## src/rtl/arb_mux_n.sv

```systemverilog
// arb_mux_n: N-input arbitrated multiplexer with a registered output stage.
//
// Each cycle one valid input port is granted, either round-robin (MODE=0)
// or lowest-index-first (MODE=1). The granted word is captured into the
// output register whenever that register is empty or draining this cycle.
//
// Ports
//   clk        sole clock, all state on rising edge
//   reset_n    asynchronous active-low reset
//   in         per-port data, SIZE bits x PORTS
//   in_valid   per-port data valid
//   in_ready   per-port accept strobe (at most one bit high)
//   out        registered selected data
//   out_valid  out holds an unconsumed word
//   out_port   index of the port that supplied out
//   out_ready  downstream accepts out this cycle
module arb_mux_n #(
    parameter int SIZE  = 8,
    parameter int PORTS = 4,
    parameter int MODE  = 0,
    localparam int PW   = $clog2(PORTS)
) (
    input  logic             clk,
    input  logic             reset_n,
    input  logic [SIZE-1:0]  in [PORTS],
    input  logic [PORTS-1:0] in_valid,
    output logic [PORTS-1:0] in_ready,
    output logic [SIZE-1:0]  out,
    output logic             out_valid,
    output logic [PW-1:0]    out_port,
    input  logic             out_ready
);

    logic [SIZE-1:0] out_q, out_d;
    logic            out_valid_q, out_valid_d;
    logic [PW-1:0]   out_port_q, out_port_d;
    logic [PW-1:0]   last_grant_q, last_grant_d;

    logic            load;
    logic            grant_any;
    logic [PW-1:0]   grant_idx;
    logic [PW-1:0]   cand;
    logic [PORTS-1:0] grant;

    assign load = ~out_valid_q | out_ready;

    // Search order: round-robin starts one past the last winner and wraps
    // (PW-bit addition wraps mod PORTS since PORTS is a power of two), with
    // the last winner itself checked last. Fixed priority scans from 0.
    always_comb begin
        grant_any = 1'b0;
        grant_idx = '0;
        cand      = '0;
        for (int k = 1; k <= PORTS; k++) begin
            if (MODE == 1) begin
                cand = PW'(k - 1);
            end else begin
                cand = last_grant_q + PW'(k);
            end
            if (!grant_any && in_valid[cand]) begin
                grant_any = 1'b1;
                grant_idx = cand;
            end
        end
    end

    assign grant    = grant_any ? (PORTS'(1) << grant_idx) : '0;
    assign in_ready = load ? grant : '0;

    always_comb begin
        out_d        = out_q;
        out_valid_d  = out_valid_q;
        out_port_d   = out_port_q;
        last_grant_d = last_grant_q;
        if (load) begin
            if (grant_any) begin
                out_d        = in[grant_idx];
                out_port_d   = grant_idx;
                out_valid_d  = 1'b1;
                last_grant_d = grant_idx;
            end else begin
                out_valid_d  = 1'b0;
            end
        end
    end

    // last_grant resets to PORTS-1 so the first round-robin search begins at 0.
    always_ff @(posedge clk or negedge reset_n) begin
        if (!reset_n) begin
            out_q        <= '0;
            out_valid_q  <= 1'b0;
            out_port_q   <= '0;
            last_grant_q <= PW'(PORTS - 1);
        end else begin
            out_q        <= out_d;
            out_valid_q  <= out_valid_d;
            out_port_q   <= out_port_d;
            last_grant_q <= last_grant_d;
        end
    end

    assign out       = out_q;
    assign out_valid = out_valid_q;
    assign out_port  = out_port_q;

endmodule

```

## config.mk

```make
export PLATFORM = sky130hd
export DESIGN_NAME = arb_mux_n
export DESIGN_NICKNAME = d
export VERILOG_FILES = /design/src/rtl/arb_mux_n.sv
export SDC_FILE = /design/constraint.sdc
export NUM_CORES = 1
export LEC_CHECK = 0
export CORE_ASPECT_RATIO = 1.25
export CORE_MARGIN = 2
export CORE_UTILIZATION = 35
export CTS_CLUSTER_DIAMETER = 100
export CTS_CLUSTER_SIZE = 40
export DETAILED_ROUTE_END_ITERATION = 10
export PLACE_DENSITY_LB_ADDON = 0.1
export SLEW_MARGIN = 0
export SYNTH_ARGS = -nofsm -noshare
export SYNTH_HDL_FRONTEND = slang
export SYNTH_SLANG_ARGS = --single-unit
```

## constraint.sdc

```tcl
create_clock -name clk -period 2.87 [get_ports clk]
set_input_delay 0.574 -clock clk [delete_from_list [all_inputs] [get_ports clk]]
set_output_delay 0.574 -clock clk [all_outputs]
set_load 0.02 [all_outputs]
```

==> impl_results.md, run 1 <==
* Register area share after synthesis at 40.1%
* Top cell type's share of synthesized area at 33.7%
* Routing usage on met1 at 22.0%
* Reg power frac at 34.7%
* Initial antenna violation count at 0
* Combinational Power Share at 50.3%
* Fmax at 355 MHz
* Antenna cells at 0
* Least-Margin Pin Slew at 0.556 ns
* Hold Vio Cnt, Final at 0
* DR vias at 884
* Crit start category: input pin
* Final worst path period need at 2.82 ns
* Syn. warnings at 0
* Req. time, crit path at 2.30 ns
* Post-synth EDFFs at 0
* Slew Limit Fails at 0
* GR Util met2 at 33.3%
* Port buffer count at 53
* First-pass iteration count of the detailed router at 4
* Die width at 47.2 µm
* Largest family of logic cells by synthesized area: multiplexers
* Hpwl dp at 1.85 mm
* Die H at 58.0 µm
* Clock share of power at 15.0%
* CTS buffer count at 3
* Leading cell type in the layout, fill and taps excluded: clkdlybuf4s50_1
* Worst Path Arrival at 2.24 ns
* Core area at 2210 µm²
* Util after Layout at 66.2%
* Crit-path max FO at 5
* Max rail drop VDD at 0.352 mV
* GR Util met3 at 3.43%
* ANT nets after route at 0
* Layout cell share with drive strength beyond 1 at 14.9%
* R2R setup slack at 0.79 ns
* Crit. End Element: output port
* Avg Cell Area, Syn at 9.84 µm²
* Post-synth ARST share at 100%
* Worst-Skew Late Latency at 0.27 ns
* WL per Instance at 12.6 µm
* Vias per inst at 4.94
* Hold crit path type: flip-flop to flip-flop
* Top cells by area, synth: dfrtp_1 (34%), mux2i_1 (20%), o221ai_1 (8.6%)
* Most used DFF post-synth: dfrtp_1
* Synthesized area at 817 µm²
* Initial drt markers at 25
* CTS tree: yes
* DP Area at 1440 µm²
* P_sw at 0.000262 W
* Place WS at -0.190 ns
* Placer congestion estimate at 0.772
* Cells along the critical path: clkdlybuf4s50_1, mux2_4, a32o_1, o21bai_1, and3_1, dlygate4sd2_1
* All-layer global routing usage at 19.5%
* Post-synthesis mux area share at 21.4%
* RSZ-0062 raised after global routing: true
* Design area at 1460 µm²
* Syn_nets at 122
* Drt total wl at 2.26 mm
* Most frequent cells in the layout: clkdlybuf4s50_1 (49), mux2i_1 (16), nand2_1 (14)
* # DRC at 0
* Crit-path max cell delay at 0.49 ns
* Period utilization at 98.1%
* H-tree lvl count at 1
* Die area at 2740 µm²
* Clock skew at 0.000449 ns
* Dpl cells at 175
* Switching Share at 35.0%
* Synth Area in Simple Gates at 11.5%
* Vias in the first global route at 904
* Power per cell area at 511 nW/µm²
* Syn-to-layout area delta at 79.2%
* Leak pwr at 0.675 nW
* # setup viols final at 0
* CTS Sinks at 13
* Clock Pin Slew Worst Setup and Hold Paths at 0.08 ns
* Row count at 19
* Global-route wire length before repair at 3.81 mm
* #FFs+latches synth at 13
* Status: completed
* CTS root buf: clkbuf_4
* Final Non-Filler Cells at 179
* GR peak layer: met2
* Syn Inst Count at 83
* Initial Utilization at 37.0%
* Gr ovfl total at 0
* Final setup margin at 0.0545 ns
* Adder-cell area share of the yosys netlist at 0%
* Largest net degree at the start of global routing at 19
* Synth cell types at 25
* Cell taking the most area after synthesis: dfrtp_1
* Post-CTS setup buffers at 0
* Nets at 188
* Max-Cap Viols at 0
* Clk buf depth at 2
* Critical path class: input pin to output port
* Ports at 54
* Relative slew slack at 62.8%
* Synth Area in Compound Gates at 19.8%
* Slowest stage cell, crit path: clkdlybuf4s50_1
* Internal power at 0.000486 W
* XOR/XNOR Fraction of Synth Area at 0%
-- per-layer routing --
layer / part of all wire (%) / up-vias
li1: - / 437
met1: 39 / 401
met2: 51 / 40
met3: 6.5 / 6
met4: 2.6 / 0
met5: 0 / -
-- sequential cells by signal, indices dropped and copies added (netlist names) --
name,flops
out_port,2
out_valid,1
out,8
last_grant_q,2
-- through the flow --
stage | setup TNS (ns) | power [W] | hold slack [ns]
floorplan | 0 | 0.000469 | 0.278
global placement | -0.488 | 0.000638 | 0.460
detailed placement | -0.689 | 0.000646 | 0.474
CTS | 0 | 0.000755 | 0.497
global route | -0.0592 | 0.000795 | 0.535
finish | 0 | 0.000748 | 0.495
-- worst paths after layout --
| check | from | endpoint | depth (start not counted) |
|---|---|---|---|
| max in group asynchronous | reset_n | last_grant_q[1] | 1 |
| worst min-delay path | out[2] | out[2] | 2 |
| worst min register to register | out[2] | out[2] | 2 |
| worst max-delay path | in_valid[3] | in_ready[1] | 6 |
| min in group asynchronous | reset_n | out[3] | 1 |
| worst max register to register | last_grant_q[1] | out[6] | 6 |
-- synthesized netlist by cell type, types with 2 or more instances --
| cell type | number |
|---|---|
| nand2_1 | 14 |
| o221ai_1 | 8 |
| mux2i_1 | 16 |
| a21oi_1 | 4 |
| inv_1 | 5 |
| dfstp_2 | 2 |
| nor2_1 | 6 |
| dfrtp_1 | 11 |
-- cells by family (layout without fill, tap and decap cells) --
kind of cell | count (synthesis) | in the layout
compound gates | 21 | 21
simple gates | 23 | 23
buf+inv | 9 | 74
flops | 13 | 13
mux | 17 | 17
-- layout make-up --
class,count,area [µm²]
clock buffer,4,26.3
fill,195,747
inverter,5,18.8
multi-input combinational,61,437
sequential,13,328
tap,31,38.8
timing repair buffer,65,616
-- what timing repair did --
item | in CTS | in global routing
endpoints found under the hold margin | 0 | 0
resized for setup | 5 | 0
setup endpoints to repair | 4 | 3
hold buffers | 0 | 0
pin swaps | 0 | 0
-- power by group through the flow --
stage | clock network, W | registers (W) | logic [W]
after floorplan | 0 | 0.000304 | 0.000165
after global placement | 0 | 0.000259 | 0.000379
after detailed placement | 0 | 0.000262 | 0.000384
after CTS | 0.000115 | 0.000259 | 0.000381
after global routing | 0.000122 | 0.000266 | 0.000407
final | 0.000112 | 0.000259 | 0.000376
-- worst max-delay path, delay by kind of cell --
| kind | cells | cell delay, ns |
|---|---|---|
| muxes | 1 | 0.29 |
| AOI/OAI and AO/OA | 2 | 0.42 |
| buffers and inverters | 2 | 0.80 |
| and+or+nand+nor | 1 | 0.15 |
(Power assumes the default switching activity.)
==> run 2, diff against run 1 <==
--- a/config.mk
+++ b/config.mk
@@ -11,6 +11,7 @@
 export CTS_CLUSTER_DIAMETER = 100
 export CTS_CLUSTER_SIZE = 40
 export DETAILED_ROUTE_END_ITERATION = 10
+export GPL_ROUTABILITY_DRIVEN = 0
 export PLACE_DENSITY_LB_ADDON = 0.1
 export SLEW_MARGIN = 0
 export SYNTH_ARGS = -nofsm -noshare
==> results of run 2 <==
No change in the layout: final DEF, timing and power equal those of run 1.
==> run 3, diff against run 2 <==
--- a/config.mk
+++ b/config.mk
@@ -6,13 +6,14 @@
 export NUM_CORES = 1
 export LEC_CHECK = 0
 export CORE_ASPECT_RATIO = 1.25
-export CORE_MARGIN = 2
+export CORE_MARGIN = 4
 export CORE_UTILIZATION = 35
 export CTS_CLUSTER_DIAMETER = 100
 export CTS_CLUSTER_SIZE = 40
 export DETAILED_ROUTE_END_ITERATION = 10
 export GPL_ROUTABILITY_DRIVEN = 0
 export PLACE_DENSITY_LB_ADDON = 0.1
+export SKIP_LAST_GASP = 1
 export SLEW_MARGIN = 0
 export SYNTH_ARGS = -nofsm -noshare
 export SYNTH_HDL_FRONTEND = slang
==> run 3 against run 2 <==
Compared with the run above:
- clock power hardly changed
- sequential power hardly changed
- total power is 0.67% lower
- worst hold slack worse by 0.0087 ns
==> impl_results.md, run 3 (synthesis gave the netlist of run 1 again) <==
* Clk buf depth at 2 (unchanged)
* Slew Limit Fails at 0 (unchanged)
* ANT nets after route at 0 (unchanged)
* RSZ-0062 raised after global routing: false
* Least-Margin Pin Slew at 0.564 ns (+0.00818 ns)
* Worst r2r src: last_grant_q[1]
* P_sw at 0.000258 W (-1.6%)
* Syn-to-layout area delta at 77.0%
* Slowest stage cell, crit path: clkdlybuf4s50_1
* Vias per inst at 4.92 (-0.36%)
* Max reg flops at 8 (unchanged)
* Fmax at 362 MHz (+1.9%)
* Hold crit path type: flip-flop to flip-flop
* Worst-Skew Late Latency at 0.27 ns (about the same)
* Relative slew slack at 62.3% (-0.55 points)
* Req. time, crit path at 2.30 ns (about the same)
* Combinational Power Share at 50.6% (+0.3 points)
* Clock share of power at 14.9% (about the same)
* Gr ovfl total at 0 (unchanged)
* Layout cell share with drive strength beyond 1 at 13.7% (-1.2 points)
* Ports at 54 (unchanged)
* Status: completed
* WL per Instance at 12.9 µm (+1.8%)
* Hpwl dp at 1.90 mm (+2.5%)
* # setup viols final at 0 (unchanged)
* Die width at 51.2 µm (+8.5%)
* Vias in the first global route at 815 (-9.8%)
* Crit-path max FO at 4 (-1)
* Crit start category: input pin
* Cells along the critical path: clkdlybuf4s50_1, mux2_4, a32o_1, o21bai_1, and3_1, dlygate4sd2_1
* Hold Vio Cnt, Final at 0 (unchanged)
* Crit path max-delay family: buffers and inverters
* Util after Layout at 65.4% (-0.79 points)
* Drt total wl at 2.28 mm (+0.71%)
* Max rail drop VDD at 0.386 mV (+9.7%)
* Leading cell type in the layout, fill and taps excluded: clkdlybuf4s50_1
* Worst hold stages at 2 (unchanged)
* Buf/Inv on CP at 2 (unchanged)
* CTS root buf: clkbuf_4
* Leak pwr at 0.667 nW (-1.3%)
* Crit-path max cell delay at 0.47 ns (-0.02 ns)
* Reg power frac at 34.5% (-0.2 points)
* CTS buffer count at 3 (unchanged)
* Hold EP: out_port[1]
* CTS tree: yes
* CTS Hold Bufs at 0 (unchanged)
* Reg-to-Reg End: out[7]
* Worst R2R Path Depth at 7 (+1)
* Max-Cap Viols at 0 (unchanged)
* Antenna cells at 0 (unchanged)
* Nets at 186 (-1.1%)
* Power per cell area at 514 nW/µm² (+0.54%)
* Clock Pin Slew Worst Setup and Hold Paths at 0.08 ns (about the same)
* Die area at 3180 µm² (+16%)
* R2R setup slack at 0.66 ns (-0.13 ns)
* DR vias at 871 (-1.5%)
* H-tree lvl count at 1 (unchanged)
* All-layer global routing usage at 15.1% (-4.4 points)
* Initial drt markers at 7 (-72%)
* Crit. End Element: output port
* Final worst path period need at 2.76 ns (-0.0532 ns)
* Largest net degree at the start of global routing at 19 (unchanged)
* Worst Path Arrival at 2.19 ns (-0.05 ns)
* Initial antenna violation count at 0 (unchanged)
* Design area at 1450 µm² (-1.2%)
* Global-route wire length before repair at 3.64 mm (-4.5%)
* Clock skew at 0.00419 ns (+0.00375 ns)
* Post-CTS setup buffers at 0 (unchanged)
* CTS Sinks at 13 (unchanged)
* Die H at 62.0 µm (+6.9%)
* Most frequent cells in the layout: clkdlybuf4s50_1 (49), mux2i_1 (16), nand2_1 (14)
* Period utilization at 96.2% (-1.9 points)
* Core area at 2210 µm² (unchanged)
* # DRC at 0 (unchanged)
* Critical path class: input pin to output port
* DP Area at 1420 µm² (-1.0%)
* First-pass iteration count of the detailed router at 4 (unchanged)
* Row count at 19 (unchanged)
* Initial Utilization at 37.0% (unchanged)
* Internal power at 0.000485 W (-0.16%)
* Switching Share at 34.7% (-0.33 points)
* Port buffer count at 53 (unchanged)
* Worst Min Path Start: out_port[1]
## run 3: cell count changes in the layout (fill, tap and decap cells not counted)
cell,previous run,this run
a21oi_2,1,2
nor4_2,1,0
buf_4,12,10
nor4_1,0,1
a21oi_1,4,3
## run 3: worst reg2reg max path, stage by stage (launching register included)
cell      delay (ns)
dfstp_2         0.60
mux2_4          0.31
a32o_1          0.22
buf_4           0.13
a21oi_2         0.12
buf_4           0.31
mux2i_1         0.26
o221ai_1        0.14
## run 3: power groups by stage
stage | logic [W] | registers, W | clock network (W)
floorplan | 0.000165 | 0.000304 | 0
global placement | 0.000380 | 0.000258 | 0
detailed placement | 0.000386 | 0.000260 | 0
CTS | 0.000382 | 0.000257 | 0.000115
global route | 0.000406 | 0.000265 | 0.000122
finish | 0.000376 | 0.000256 | 0.000111
## run 3: timing repair
item | in CTS | in global routing
setup endpoints to repair | 4 | 0
hold endpoints to repair | 0 | 0
resized for setup | 5 | 0
## run 3: metal layers
layer | vias up | routed length [µm] | GRT usage (%) | part of all wire [%]
met5 | - | 0 | 0 | 0
met4 | 0 | 44 | 7.87 | 1.9
met3 | 4 | 145 | 3.10 | 6.4
met2 | 31 | 1160 | 26.5 | 51
met1 | 400 | 927 | 17.7 | 41
li1 | 436 | - | - | -
## run 3: stage by stage
stage / power [W] / setup TNS [ns] / setup WS [ns] / instances / hold slack, ns
global placement: 0.000638 / -0.364 / -0.105 / 173 / 0.460
floorplan: 0.000469 / 0 / 0.710 / 83 / 0.278
detailed placement: 0.000645 / -0.488 / -0.139 / 173 / 0.468
global route: 0.000793 / 0 / 0.0294 / 177 / 0.533
finish: 0.000743 / 0 / 0.108 / 177 / 0.486
CTS: 0.000754 / 0 / 0.101 / 177 / 0.489
## run 3: worst max path at each step
stage | from | end | slack [ns] | cells after the start
after CTS | in_valid[1] | in_ready[1] | 0.10 | 6
after global placement | in_valid[1] | in_ready[0] | -0.10 | 6
after floorplan | last_grant_q[1] | in_ready[3] | 0.71 | 6
final | in_valid[1] | in_ready[1] | 0.11 | 6
after global routing | in_valid[1] | in_ready[1] | 0.03 | 6
after detailed placement | in_valid[1] | in_ready[0] | -0.14 | 6
## run 3: area by class of cell
cell class | count | area, µm²
multi-input combinational | 61 | 434
fill | 194 | 764
timing repair buffer | 63 | 601
sequential | 13 | 328
inverter | 5 | 18.8
tap | 31 | 38.8
clock buffer | 4 | 26.3
